<file path="src/rtl/neuron_mem_pkg.sv">
// Shared definitions for the neuron voltage bank: default geometry,
// sweep FSM states and the stored entry layout {diff, vol}.
package neuron_mem_pkg;

    localparam int DATA_W_DEF = 16;
    localparam int DEPTH_DEF  = 40;
    localparam int ADDR_W_DEF = 6;

    typedef enum logic {
        ST_READY = 1'b0,
        ST_CLEAR = 1'b1
    } state_e;

    typedef struct packed {
        logic [DATA_W_DEF-1:0] diff;
        logic [DATA_W_DEF-1:0] vol;
    } entry_t;

    function automatic entry_t make_entry(input logic [DATA_W_DEF-1:0] vol,
                                          input logic [DATA_W_DEF-1:0] diff);
        entry_t e;
        e.vol  = vol;
        e.diff = diff;
        return e;
    endfunction

endpackage

</file>
<file path="src/rtl/voltage_bank_ram.sv">
// Simple dual-port synchronous RAM: one write port, one registered read port.
// No reset on the array or the read register so it maps onto block RAM.
module voltage_bank_ram #(
    parameter int WIDTH  = 32,
    parameter int DEPTH  = 40,
    parameter int ADDR_W = 6
) (
    input  logic              clk,
    input  logic              wr_en,
    input  logic [ADDR_W-1:0] wr_addr,
    input  logic [WIDTH-1:0]  wr_data,
    input  logic              rd_en,
    input  logic [ADDR_W-1:0] rd_addr,
    output logic [WIDTH-1:0]  rd_data
);

    logic [WIDTH-1:0] mem_q [DEPTH];
    logic [WIDTH-1:0] rd_data_q;

    // Read-first: a same-address read in the write cycle sees the old word.
    always_ff @(posedge clk) begin
        if (wr_en) begin
            mem_q[wr_addr] <= wr_data;
        end
        if (rd_en) begin
            rd_data_q <= mem_q[rd_addr];
        end
    end

    assign rd_data = rd_data_q;

endmodule

</file>
<file path="src/rtl/neuron_voltage_bank.sv">
// Neuron membrane voltage / difference store with a zeroing sweep after reset or clr_start.
// Optional macro VOLTAGE_BANK_BYPASS_EN enables write-first forwarding on same-address access.
module neuron_voltage_bank
    import neuron_mem_pkg::*;
#(
    parameter int DATA_W = DATA_W_DEF,
    parameter int DEPTH  = DEPTH_DEF,
    parameter int ADDR_W = ADDR_W_DEF
) (
    input  logic              clk,
    input  logic              rst_n,
    input  logic              clr_start,
    output logic              busy,
    input  logic              wr_en,
    input  logic [ADDR_W-1:0] wr_addr,
    input  logic [DATA_W-1:0] wr_vol,
    input  logic [DATA_W-1:0] wr_diff,
    input  logic              rd_en,
    input  logic [ADDR_W-1:0] rd_addr,
    output logic [DATA_W-1:0] rd_vol,
    output logic [DATA_W-1:0] rd_diff,
    output logic              rd_valid,
    output logic              addr_err,
    output state_e            dbg_state
);

    localparam int                ENTRY_W   = 2 * DATA_W;
    localparam logic [ADDR_W-1:0] LAST_ADDR = ADDR_W'(DEPTH - 1);

    state_e              state_q, state_d;
    logic [ADDR_W-1:0]   ptr_q, ptr_d;
    logic                busy_q, busy_d;
    logic                rd_valid_q, rd_valid_d;
    logic                rd_zero_q, rd_zero_d;
    logic                addr_err_q, addr_err_d;

    logic                ready;
    logic                wr_oor, rd_oor;
    logic                wr_ok, rd_ok;
    logic                ram_we;
    logic [ADDR_W-1:0]   ram_wa;
    logic [ENTRY_W-1:0]  ram_wd;
    logic [ENTRY_W-1:0]  ram_rd;
    logic [ENTRY_W-1:0]  rd_entry;

    assign ready  = (state_q == ST_READY);
    assign wr_oor = (wr_addr > LAST_ADDR);
    assign rd_oor = (rd_addr > LAST_ADDR);
    assign wr_ok  = ready & wr_en & ~wr_oor;
    assign rd_ok  = ready & rd_en & ~rd_oor;

    // Read protocol: a request accepted in READY yields rd_valid for exactly one
    // cycle on the next cycle; rd_vol/rd_diff then hold until the next accepted read.
    always_comb begin
        state_d    = state_q;
        ptr_d      = ptr_q;
        case (state_q)
            ST_READY: begin
                if (clr_start) begin
                    state_d = ST_CLEAR;
                    ptr_d   = '0;
                end
            end
            ST_CLEAR: begin
                if (ptr_q == LAST_ADDR) begin
                    state_d = ST_READY;
                    ptr_d   = '0;
                end else begin
                    ptr_d = ptr_q + 1'b1;
                end
            end
            default: begin
                state_d = ST_CLEAR;
                ptr_d   = '0;
            end
        endcase

        busy_d     = (state_d == ST_CLEAR);
        rd_valid_d = ready & rd_en;
        rd_zero_d  = rd_zero_q;
        if (ready && rd_en) begin
            rd_zero_d = rd_oor;
        end
        addr_err_d = addr_err_q | (ready & ((wr_en & wr_oor) | (rd_en & rd_oor)));
    end

    // The sweep owns the RAM write port while clearing.
    assign ram_we = (state_q == ST_CLEAR) | wr_ok;
    assign ram_wa = ready ? wr_addr : ptr_q;
    assign ram_wd = ready ? {wr_diff, wr_vol} : '0;

    always_ff @(posedge clk or negedge rst_n) begin
        if (!rst_n) begin
            state_q    <= ST_CLEAR;
            ptr_q      <= '0;
            busy_q     <= 1'b1;
            rd_valid_q <= 1'b0;
            rd_zero_q  <= 1'b1;
            addr_err_q <= 1'b0;
        end else begin
            state_q    <= state_d;
            ptr_q      <= ptr_d;
            busy_q     <= busy_d;
            rd_valid_q <= rd_valid_d;
            rd_zero_q  <= rd_zero_d;
            addr_err_q <= addr_err_d;
        end
    end

    voltage_bank_ram #(
        .WIDTH  (ENTRY_W),
        .DEPTH  (DEPTH),
        .ADDR_W (ADDR_W)
    ) u_ram (
        .clk     (clk),
        .wr_en   (ram_we),
        .wr_addr (ram_wa),
        .wr_data (ram_wd),
        .rd_en   (rd_ok),
        .rd_addr (rd_addr),
        .rd_data (ram_rd)
    );

`ifdef VOLTAGE_BANK_BYPASS_EN
    logic               fwd_q, fwd_d;
    logic [ENTRY_W-1:0] fwd_data_q, fwd_data_d;

    always_comb begin
        fwd_d      = fwd_q;
        fwd_data_d = fwd_data_q;
        if (rd_ok) begin
            fwd_d      = wr_ok && (wr_addr == rd_addr);
            fwd_data_d = {wr_diff, wr_vol};
        end
    end

    always_ff @(posedge clk or negedge rst_n) begin
        if (!rst_n) begin
            fwd_q      <= 1'b0;
            fwd_data_q <= '0;
        end else begin
            fwd_q      <= fwd_d;
            fwd_data_q <= fwd_data_d;
        end
    end

    assign rd_entry = rd_zero_q ? '0 : (fwd_q ? fwd_data_q : ram_rd);
`else
    assign rd_entry = rd_zero_q ? '0 : ram_rd;
`endif

    assign rd_vol    = rd_entry[DATA_W-1:0];
    assign rd_diff   = rd_entry[ENTRY_W-1:DATA_W];
    assign rd_valid  = rd_valid_q;
    assign addr_err  = addr_err_q;
    assign busy      = busy_q;
    assign dbg_state = state_q;

endmodule
</file>
<file path="config.mk">
export PLATFORM = sky130hd
export DESIGN_NAME = neuron_voltage_bank
export DESIGN_NICKNAME = d
export VERILOG_FILES = /design/src/rtl/neuron_mem_pkg.sv /design/src/rtl/voltage_bank_ram.sv /design/src/rtl/neuron_voltage_bank.sv
export SDC_FILE = /design/constraint.sdc
export NUM_CORES = 1
export LEC_CHECK = 0
export ABC_AREA = 1
export BUFFER_PORTS_ARGS = -buffer_cell sky130_fd_sc_hd__buf_2
export CAP_MARGIN = 20
export CORE_MARGIN = 10
export CORE_UTILIZATION = 38
export DETAILED_ROUTE_END_ITERATION = 6
export RECOVER_POWER = 50
export SYNTH_ARGS = -nofsm -noshare
export SYNTH_HDL_FRONTEND = slang
export SYNTH_HIERARCHICAL = 1
export SYNTH_SLANG_ARGS = --single-unit
</file>
<file path="constraint.sdc">
create_clock -name clk -period 13.8 [get_ports clk]
set_input_delay 4.14 -clock clk [delete_from_list [all_inputs] [get_ports clk]]
set_output_delay 4.14 -clock clk [all_outputs]
set_load 0.05 [all_outputs]
</file>
Word-level counts from Yosys, hierarchy flattened
Memories as Yosys holds them, arrays and structs flattened. A register that Yosys moved wholly into a read port is not among the register bits. Cells that the tools add are included.

Add/sub/neg operators: 1. $lt $le $gt $ge: 2. Eq/ne operators: 2. Muxes and demuxes: 11. Bitwise gates (word level): 13. Reduce and logical (&&, ||, !) cells: 1.

Operators with widths (number): 32-bit two-way mux (2); 6-bit two-way mux (3); 6-bit > comparator, second input constant (2); 6-bit case mux with 2 select lines (1); 1-bit AND (7); 6-bit by 1-bit adder with 6-bit output, second input constant (1); 6-bit equality test, second input constant (1); 1-bit two-way mux (4); 1-bit inverter (3); 1-bit bitwise OR (3); 2-bit != test, second input constant (1); 1-bit case mux with 2 select lines (1); 1-bit logical AND (1).

Flip-flop bits (word level): 10. Memory bits (writable): 1280. Input port bits: 49. Output and inout bits: 36. Word-level logic and storage cells: 36. Memories kept: 1.

Memories: u_ram.mem_q (depth 40, width 32, read ports 1, clocked after memory_dff 1, wr ports 1, line voltage_bank_ram.sv:17) `logic [WIDTH-1:0] mem_q [DEPTH];`.

Longest topological paths before layout
Gate-level depths: netlist (run 1).

Depth after elaboration: 6. Mapped depth: 12. Gate-level depth less buffers: 9.

Modules after synthesis
Netlist (run 1), hierarchy kept.

By module, submodules not included: voltage_bank_ram (instances 1, cells an instance 4188, area an instance 52265.1 sq um); neuron_voltage_bank (instances 1, cells an instance 219, area an instance 1117.3 sq um).

Worst setup path after synthesis (run 1)
Ideal clock, no wire load.

Kind: input-to-reg. Start point: in wr_addr[3]. End point: mem u_ram.mem_q[18][0], enable pin. Setup time: 502 ps. Arrival: 8001 ps. Data required time: 13298 ps. Setup slack: 5297 ps. Stages on the path: 6. Path through: inv_1 -> a21oi_1 -> nor2_1 -> clkbuf_1 -> nand4_1 -> nor4_1.

Longest elaborated chain between the ends: 6. Elaborated cells on any way between the ends: 7. Classes of those cells: 1 x order compare; 3 x mux; 3 x bitwise.

Ends and longest elaborated chain: start, declared (line neuron_voltage_bank.sv:15) `input logic [ADDR_W-1:0] wr_addr,`; 6-bit > comparator (line neuron_voltage_bank.sv:47) `assign wr_oor = (wr_addr > LAST_ADDR);`; 1-bit inverter (line neuron_voltage_bank.sv:49) `assign wr_ok = ready & wr_en & ~wr_oor;`; 1-bit AND (line neuron_voltage_bank.sv:49); 1-bit bitwise OR (line neuron_voltage_bank.sv:88) `assign ram_we = (state_q == ST_CLEAR) | wr_ok;`; net ram_we (line neuron_voltage_bank.sv:40) `logic ram_we;`; 1-bit two-way mux (line voltage_bank_ram.sv:22) `if (wr_en) begin`; 1-bit two-way mux (implied by the code) (line voltage_bank_ram.sv:23) `mem_q[wr_addr] <= wr_data;`; end, declared (line voltage_bank_ram.sv:17).

The timed path passes the listed nets, and every way through them passes these cells.

Worst setup path after layout (run 1)
Start point: in rd_addr[4]. End point: reg u_ram.rd_data_q[30] (netlist: u_ram/rd_data[30]) (read register of u_ram.mem_q), enable pin.

Longest elaborated chain between the ends: 3.

Ends and longest elaborated chain: start, declared (line neuron_voltage_bank.sv:19) `input logic [ADDR_W-1:0] rd_addr,`; 6-bit > comparator (line neuron_voltage_bank.sv:48) `assign rd_oor = (rd_addr > LAST_ADDR);`; 1-bit inverter (line neuron_voltage_bank.sv:50) `assign rd_ok = ready & rd_en & ~rd_oor;`; 1-bit AND (line neuron_voltage_bank.sv:50); net rd_ok (line neuron_voltage_bank.sv:39) `logic wr_ok, rd_ok;`; end, declared (line voltage_bank_ram.sv:18) `logic [WIDTH-1:0] rd_data_q;`.

The timed path passes the listed nets, and every way through them passes these cells. A chain may end at the register's enable or synchronous reset.

==> results.ini, run 1 <==
[outcome]
status = complete, but fails checks
failing_checks = max-capacitance violations, max-slew violations

[synth]
asyncSetResetFlopFracSynth = 0.00756
post_synth_edffs = 1312
netlist_instances = 4407
yosys_warnings = 6
synth.lib_cells_used.distinct = 29
synth_nets = 4457
synth_area_per_cell_um2 = 12.1
number_of_flip_flops_and_latches_in_the_synthesized_netlist = 1322
synth_sequential_area_ratio = 0.743
synth_flop_cell = edfxtp_1
synthesis.area_mm2 = 0.0534

[route]
initialDrtViolationCount = 3960
drcViolationCount = 0
via_count = 35144
finalWirelength_um = 154000
drt-vias-per-instance = 5.46
antenna_violating_nets_post_route = 0
route.detailed.wl_per_inst_um = 24.0
drtPass1Iterations = 6

[clock_network]
clock_pin_slew_worst_setup_and_hold_paths_ns = 0.06
cts.root.buffer_cell = clkbuf_16
htree_num_levels = 4
worstSkewPairLatency_ns = 0.74
cts_setup_buffers = 0
cts_buffer_depth = 3
clock_sink_count = 1322
cts-buffers-inserted = 138
post_cts_resize_count = 0
tritoncts = done
cts.hold.buffers_added = 0

[global_routing]
initial_antenna_violation_count = 15
number_of_global_route_vias_before_repair = 33308
grt_pass1_wl_um = 226000
grt_start_max_net_pins = 241
all_layer_global_routing_usage = 0.192
grt_remaining_overflow = 0

[sta]
total_count_of_max_transition_violations_in_the_final_report = 1359
max_slew_margin = -1.16
rsz0062_at_grt = false
worst_pin_slew_ns = 3.24
clock_skew_ns = 0.0200
fin_tns_setup_ns = 0
finalHoldViolCount = 0
finalSetupViolations = 0
max_freq_mhz = 123
final_min_period_over_clock_period = 0.590
post-route-min-period_ns = 8.15

[die]
design.core.area_mm2 = 0.140
dieHeight_um = 395
fp-row-count = 137
start_util = 0.383
die_x_um = 395
die_area_mm2 = 0.156
floorplan.io_pins = 85

[critical_path]
path_class = in2reg
r2r.worst_path.cells = 8
regToRegSetupSlack_ns = 9.31
worst_r2r_startpoint = busy$_DFF_PN1_
timing.critical_path.mode_cell = clkbuf_1
timing.critical_path.fanout_max = 34
endpoint_kind = flop
critical_path.n_buffers_inverters = 3
timing.critical_path.max_delay_family = buffers and inverters
worst-endpoint-required_ns = 13.80
worst_setup_path_start_kind = input port
critical-path-max-stage-delay_ns = 2.23
slowest_cp_cell = clkbuf_1
critical_path_arrival_ns = 8.15
regToRegEndpoint = u_ram/mem_q[6][26]$_DFFE_PP_
path_cells = buf_2 -> clkbuf_1 -> o21a_1 -> nor2_4 -> clkbuf_1

[placement]
dpl.hpwl_um = 78300
place.gp.congestion = 0.848
numPortBuffers = 84

[layout]
design.final.nets = 4499
post_route_cells_drive_above_1_share = 0.0859
multi_input_logic_area_mm2 = 0.0122
layout.area.seq_mm2 = 0.0397
layout-area-overhead-vs-synth_pct = 12.3
post-route-util = 0.430
filler_cell_count = 12877

[hold_path]
hold_class = reg2reg
holdCritStartpoint = addr_err$_DFF_PN0_
whs_endpoint = addr_err$_DFF_PN0_
worst_hold_path.num_cells = 1

[job]
timing.max_cap.violations = 33

[power_and_ir_drop]
power_per_cell_area_mw_per_mm2 = 149
p_leak_nw = 21.3
irDropWorstVdd_uv = 121

sequential cells by signal (all words and copies together) (netlist names):
signal / flops
u_ram/mem_q: 1280
u_ram/rd_data: 32
ptr_q: 6
addr_err: 1
busy: 1
rd_valid: 1
rd_zero_q: 1
worst reg2reg max path, cell delays in order (launching register included):
cell and delay, ns:
dfstp_2 0.68, buf_4 0.48, inv_4 0.12, nand2_1 0.12
a21oi_1 0.06, nor2_1 0.55, nand4_1 0.48, nor2_1 0.80
buf_4 0.76
layout by cell type (no fill, tap or decap), types with 2 or more instances in the layout:
cell type	count
nand2_1	1340
edfxtp_1	1312
nand3_1	871
nor2_1	182
clkbuf_16	145
o21ai_0	140
inv_1	87
clkbuf_1	85
buf_2	77
buf_4	69
o22ai_1	33
o221ai_1	32
o211ai_1	32
nor2_4	31
clkinv_1	26
nor2_2	17
clkinv_2	10
dfrtp_1	8
nand4_1	7
inv_6	6
nor4_2	6
buf_12	5
bufinv_16	4
nand2_2	3
clkbuf_8	3
diode_2	2
inv_2	2
dfstp_2	2
clkinv_8	2
buf_8	2
nor3_1	2
nor3_2	2
area by class of cell:
| type | instances | share of cell area |
|---|---|---|
| Timing Repair Buffer | 190 | 0.0201 |
| Sequential cell | 1322 | 0.661 |
| Tap cell | 1876 | 0.0391 |
| Inverter | 93 | 0.00634 |
| Multi-Input combinational cell | 2704 | 0.203 |
| Clock inverter | 48 | 0.00586 |
| Antenna cell | 2 | 0.0000835 |
| Clock buffer | 197 | 0.0641 |
per-layer routing:
layer	vias to the layer above	part of all wire	global-route usage
met5	-	0.00086	0
met4	22	0.030	0.0638
met3	269	0.093	0.0407
met2	1596	0.46	0.304
met1	17552	0.41	0.261
li1	15705	-	-
per-stage QoR:
step	worst slack (ns)	hold slack, ns	total power [mW]	cell area, um2	cells
floorplan	5.30	0.449	5.20	53400	4407
global placement	6.36	0.468	5.53	55900	6183
detailed placement	6.33	0.479	5.54	55900	6184
CTS	7.12	0.498	8.99	60100	6429
global route	5.63	0.533	9.23	60000	6430
finish	5.65	0.497	8.95	60000	6432
synth_stat cells (all sizes together) (6+ instances only):
master / number / area [um2]
buf: 210 / 1230
o21ai: 140 / 701
nor2: 230 / 866
edfxtp: 1312 / 39400
dfrtp: 8 / 200
nand4: 7 / 43.8
o211ai: 32 / 240
nor4: 6 / 37.5
o221ai: 32 / 280
clkbuf: 78 / 293
inv: 93 / 354
nand3: 871 / 4360
o22ai: 33 / 206
nand2: 1343 / 5050
worst max path at each step:
stage	start	to	slack, ns	cells after the start
floorplan	wr_addr[3]	u_ram/mem_q[18][0]$_DFFE_PP_	5.30	6
global placement	rd_addr[0]	u_ram/rd_data[4]$_DFFE_PP_	6.36	11
detailed placement	rd_addr[0]	u_ram/rd_data[4]$_DFFE_PP_	6.33	11
CTS	rd_addr[0]	u_ram/rd_data[4]$_DFFE_PP_	7.12	11
global route	rd_addr[4]	u_ram/rd_data[30]$_DFFE_PP_	5.63	5
finish	rd_addr[4]	u_ram/rd_data[30]$_DFFE_PP_	5.65	5
report_power, final:
group          internal (mW)  leakage (nW)  total, mW  switching [mW]
clock                   2.01          2.03       3.49            1.48
combinational          0.165          7.01      0.809           0.644
sequential              4.61          12.3       4.65          0.0429
total                   6.78          21.3       8.95            2.17
kinds of logic (layout without fill, tap and decap cells):
family	after synthesis	after routing	share of synthesized area
simple gates	2462	2462	0.194
flops	1322	1322	0.743
buf+inv	381	528	0.0352
compound gates	240	240	0.0271
fa+ha+maj	1	1	0.000234
xor+xnor	1	1	0.000164
other cells	0	2	0
No activity file was read; power rests on OpenSTA's default activity.
==> inputs of run 2 (changes only) <==
- clock period: 13.8 -> 7.22 ns (I/O delays scaled with it)
==> run 2 against run 1 <==
Against the previous run: the run still ends with max-capacitance violations, max-slew violations left; via count fell by 1.1%; power is 92% higher; combinational power up 94%; critical endpoint is now u_ram/rd_data[18]$_DFFE_PP_; largest cell class unchanged.
==> results.ini, run 2 (same netlist as run 1, synthesis figures left out) <==
[sta]
worst_pin_slew_ns = 3.21  ; -0.0223 ns
finalSetupViolations = 0  ; unchanged
fin_tns_setup_ns = 0  ; unchanged
post-route-min-period_ns = 5.51
total_count_of_max_transition_violations_in_the_final_report = 1341  ; -1.3%
max_freq_mhz = 181
max_slew_margin = -1.15  ; +0.00697
clock_skew_ns = 0.0260  ; +0.00605 ns
finalHoldViolCount = 0  ; unchanged
worst_slack_ns = 1.71  ; -3.95 ns
rsz0062_at_grt = false
final_min_period_over_clock_period = 0.764

[outcome]
status = complete, but fails checks
failing_checks = max-capacitance violations, max-slew violations

[critical_path]
slowest_cp_cell = clkbuf_1
worst_r2r_startpoint = busy$_DFF_PN1_
critical-path-max-stage-delay_ns = 1.82  ; -0.41 ns
endpoint_kind = flop
regToRegSetupSlack_ns = 3.25  ; -6.06 ns
regToRegEndpoint = u_ram/mem_q[8][19]$_DFFE_PP_
worst-endpoint-required_ns = 7.71  ; -6.09 ns
timing.critical_path.fanout_max = 34  ; unchanged
critical_path_arrival_ns = 6.00  ; -2.15 ns
path_class = in2reg
path_cells = buf_2 -> clkbuf_1 -> inv_1 -> buf_4 -> nand3_1 -> nand2_1
r2r.worst_path.cells = 6  ; -2
worst_setup_path_start_kind = input port

[power_and_ir_drop]
power_per_cell_area_mw_per_mm2 = 286  ; +91%
irDropWorstVdd_uv = 202  ; +67%
p_leak_nw = 21.4  ; +0.57%

[hold_path]
whs_endpoint = ptr_q[5]$_DFFE_PN0P_
worst_hold_path.num_cells = 2  ; +1
hold_class = reg2reg
holdCritStartpoint = ptr_q[5]$_DFFE_PN0P_

[clock_network]
post_cts_resize_count = 0  ; unchanged
cts-buffers-inserted = 136  ; -1.4%
clock_pin_slew_worst_setup_and_hold_paths_ns = 0.06  ; about the same
cts_setup_buffers = 0  ; unchanged
tritoncts = done
htree_num_levels = 4  ; unchanged
cts_buffer_depth = 3  ; unchanged
clock_sink_count = 1322  ; unchanged
cts.hold.buffers_added = 0  ; unchanged
worstSkewPairLatency_ns = 0.75  ; about the same
cts.root.buffer_cell = clkbuf_16

[die]
dieHeight_um = 395  ; unchanged
die_x_um = 395  ; unchanged
start_util = 0.383  ; unchanged
fp-row-count = 137  ; unchanged
floorplan.io_pins = 85  ; unchanged
die_area_mm2 = 0.156  ; unchanged
design.core.area_mm2 = 0.140  ; unchanged

[layout]
stdcell_count = 6426  ; -0.093%
design.final.nets = 4497  ; -0.044%
most_common_cell_after_layout_fill_and_taps_aside = nand2_1
n_antenna_cell = 0  ; -2
post_route_cells_drive_above_1_share = 0.0901  ; +0.00425
post-route-util = 0.432  ; +0.00209
most-common-layout-cells = nand2_1 (1340), edfxtp_1 (1312), nand3_1 (871), nor2_1 (175), clkbuf_16 (141)
largest_register_ff_count = 1280  ; unchanged
layout-area-overhead-vs-synth_pct = 12.9
largest_register = u_ram/mem_q
design_area_mm2 = 0.0602  ; +0.49%

[route]
drt-vias-per-instance = 5.41  ; -0.98%
route.detailed.wl_per_inst_um = 23.6  ; -1.3%
drcViolationCount = 0  ; unchanged
drtPass1Iterations = 6  ; unchanged
antenna_violating_nets_post_route = 0  ; unchanged
via_count = 34768  ; -1.1%
initialDrtViolationCount = 3993  ; +0.83%
finalWirelength_um = 152000  ; -1.4%

[placement]
dpl.hpwl_um = 81300  ; +3.8%
numPortBuffers = 84  ; unchanged
place.gp.congestion = 0.815  ; -3.9%
post-place-ws_ns = 2.07  ; -4.26 ns
placed_cell_area_mm2 = 0.0562  ; +0.46%
post-place-cells = 6184  ; unchanged

[global_routing]
grt_start_max_net_pins = 186  ; -23%
all_layer_global_routing_usage = 0.188  ; -0.00346
initial_antenna_violation_count = 2  ; -13
grt_remaining_overflow = 0  ; unchanged
number_of_global_route_vias_before_repair = 33490  ; +0.55%
grt_pass1_wl_um = 223000  ; -1.6%

[job]
timing.max_cap.violations = 34  ; +3.0%

## run 2: cell count changes in the layout (fill, tap and decap cells not counted), sizes merged, moves of 2 or more
cell / before / now
clkbuf: 233 / 208
clkinv: 38 / 50
diode: 2 / 0
bufinv: 4 / 9
buf: 154 / 158
## run 2: metrics by stage
step | total power, mW | hold slack (ns)
detailed placement | 10.6 | 0.466
finish | 17.2 | 0.483
floorplan | 9.94 | 0.449
CTS | 17.3 | 0.484
global placement | 10.5 | 0.468
global route | 17.7 | 0.533
## run 2: area by class of cell
class                      instances  area, um2
clock inverter                    65        574
tap                             1876       2350
multi-input combinational       2704      12200
inverter                          93        380
timing repair buffer             190       1450
fill                           12762      79300
clock buffer                     176       3660
sequential                      1322      39700
## run 2: worst max-delay path by stage
stage,slack (ns),endpoint,startpoint,cells after the start
final,1.71,u_ram/rd_data[18]$_DFFE_PP_,rd_addr[5],6
after global routing,1.66,u_ram/rd_data[18]$_DFFE_PP_,rd_addr[5],6
after CTS,2.77,dbg_state,busy$_DFF_PN1_,2
after detailed placement,2.07,u_ram/mem_q[14][2]$_DFFE_PP_,wr_addr[4],7
after global placement,2.09,u_ram/mem_q[17][2]$_DFFE_PP_,wr_addr[4],6
after floorplan,0.69,u_ram/mem_q[18][0]$_DFFE_PP_,wr_addr[3],6
## run 2: metal layers
| metal | wire length (um) | vias up | track usage |
|---|---|---|---|
| li1 | - | 15685 | - |
| met1 | 63400 | 17238 | 0.260 |
| met2 | 69900 | 1611 | 0.296 |
| met3 | 13100 | 234 | 0.0305 |
| met4 | 5610 | 0 | 0.0738 |
| met5 | 0 | - | 0 |
## run 2: power by group
| part | leakage (nW) | switching (mW) | internal [mW] |
|---|---|---|---|
| combinational | 7.09 | 1.23 | 0.343 |
| clock | 2.07 | 2.87 | 3.90 |
| sequential | 12.3 | 0.0800 | 8.80 |
## run 2: worst max-delay path, delay by kind of cell
| family | cells | cell delay, ns |
|---|---|---|
| buf+inv | 4 | 3.42 |
| simple gates | 2 | 0.36 |
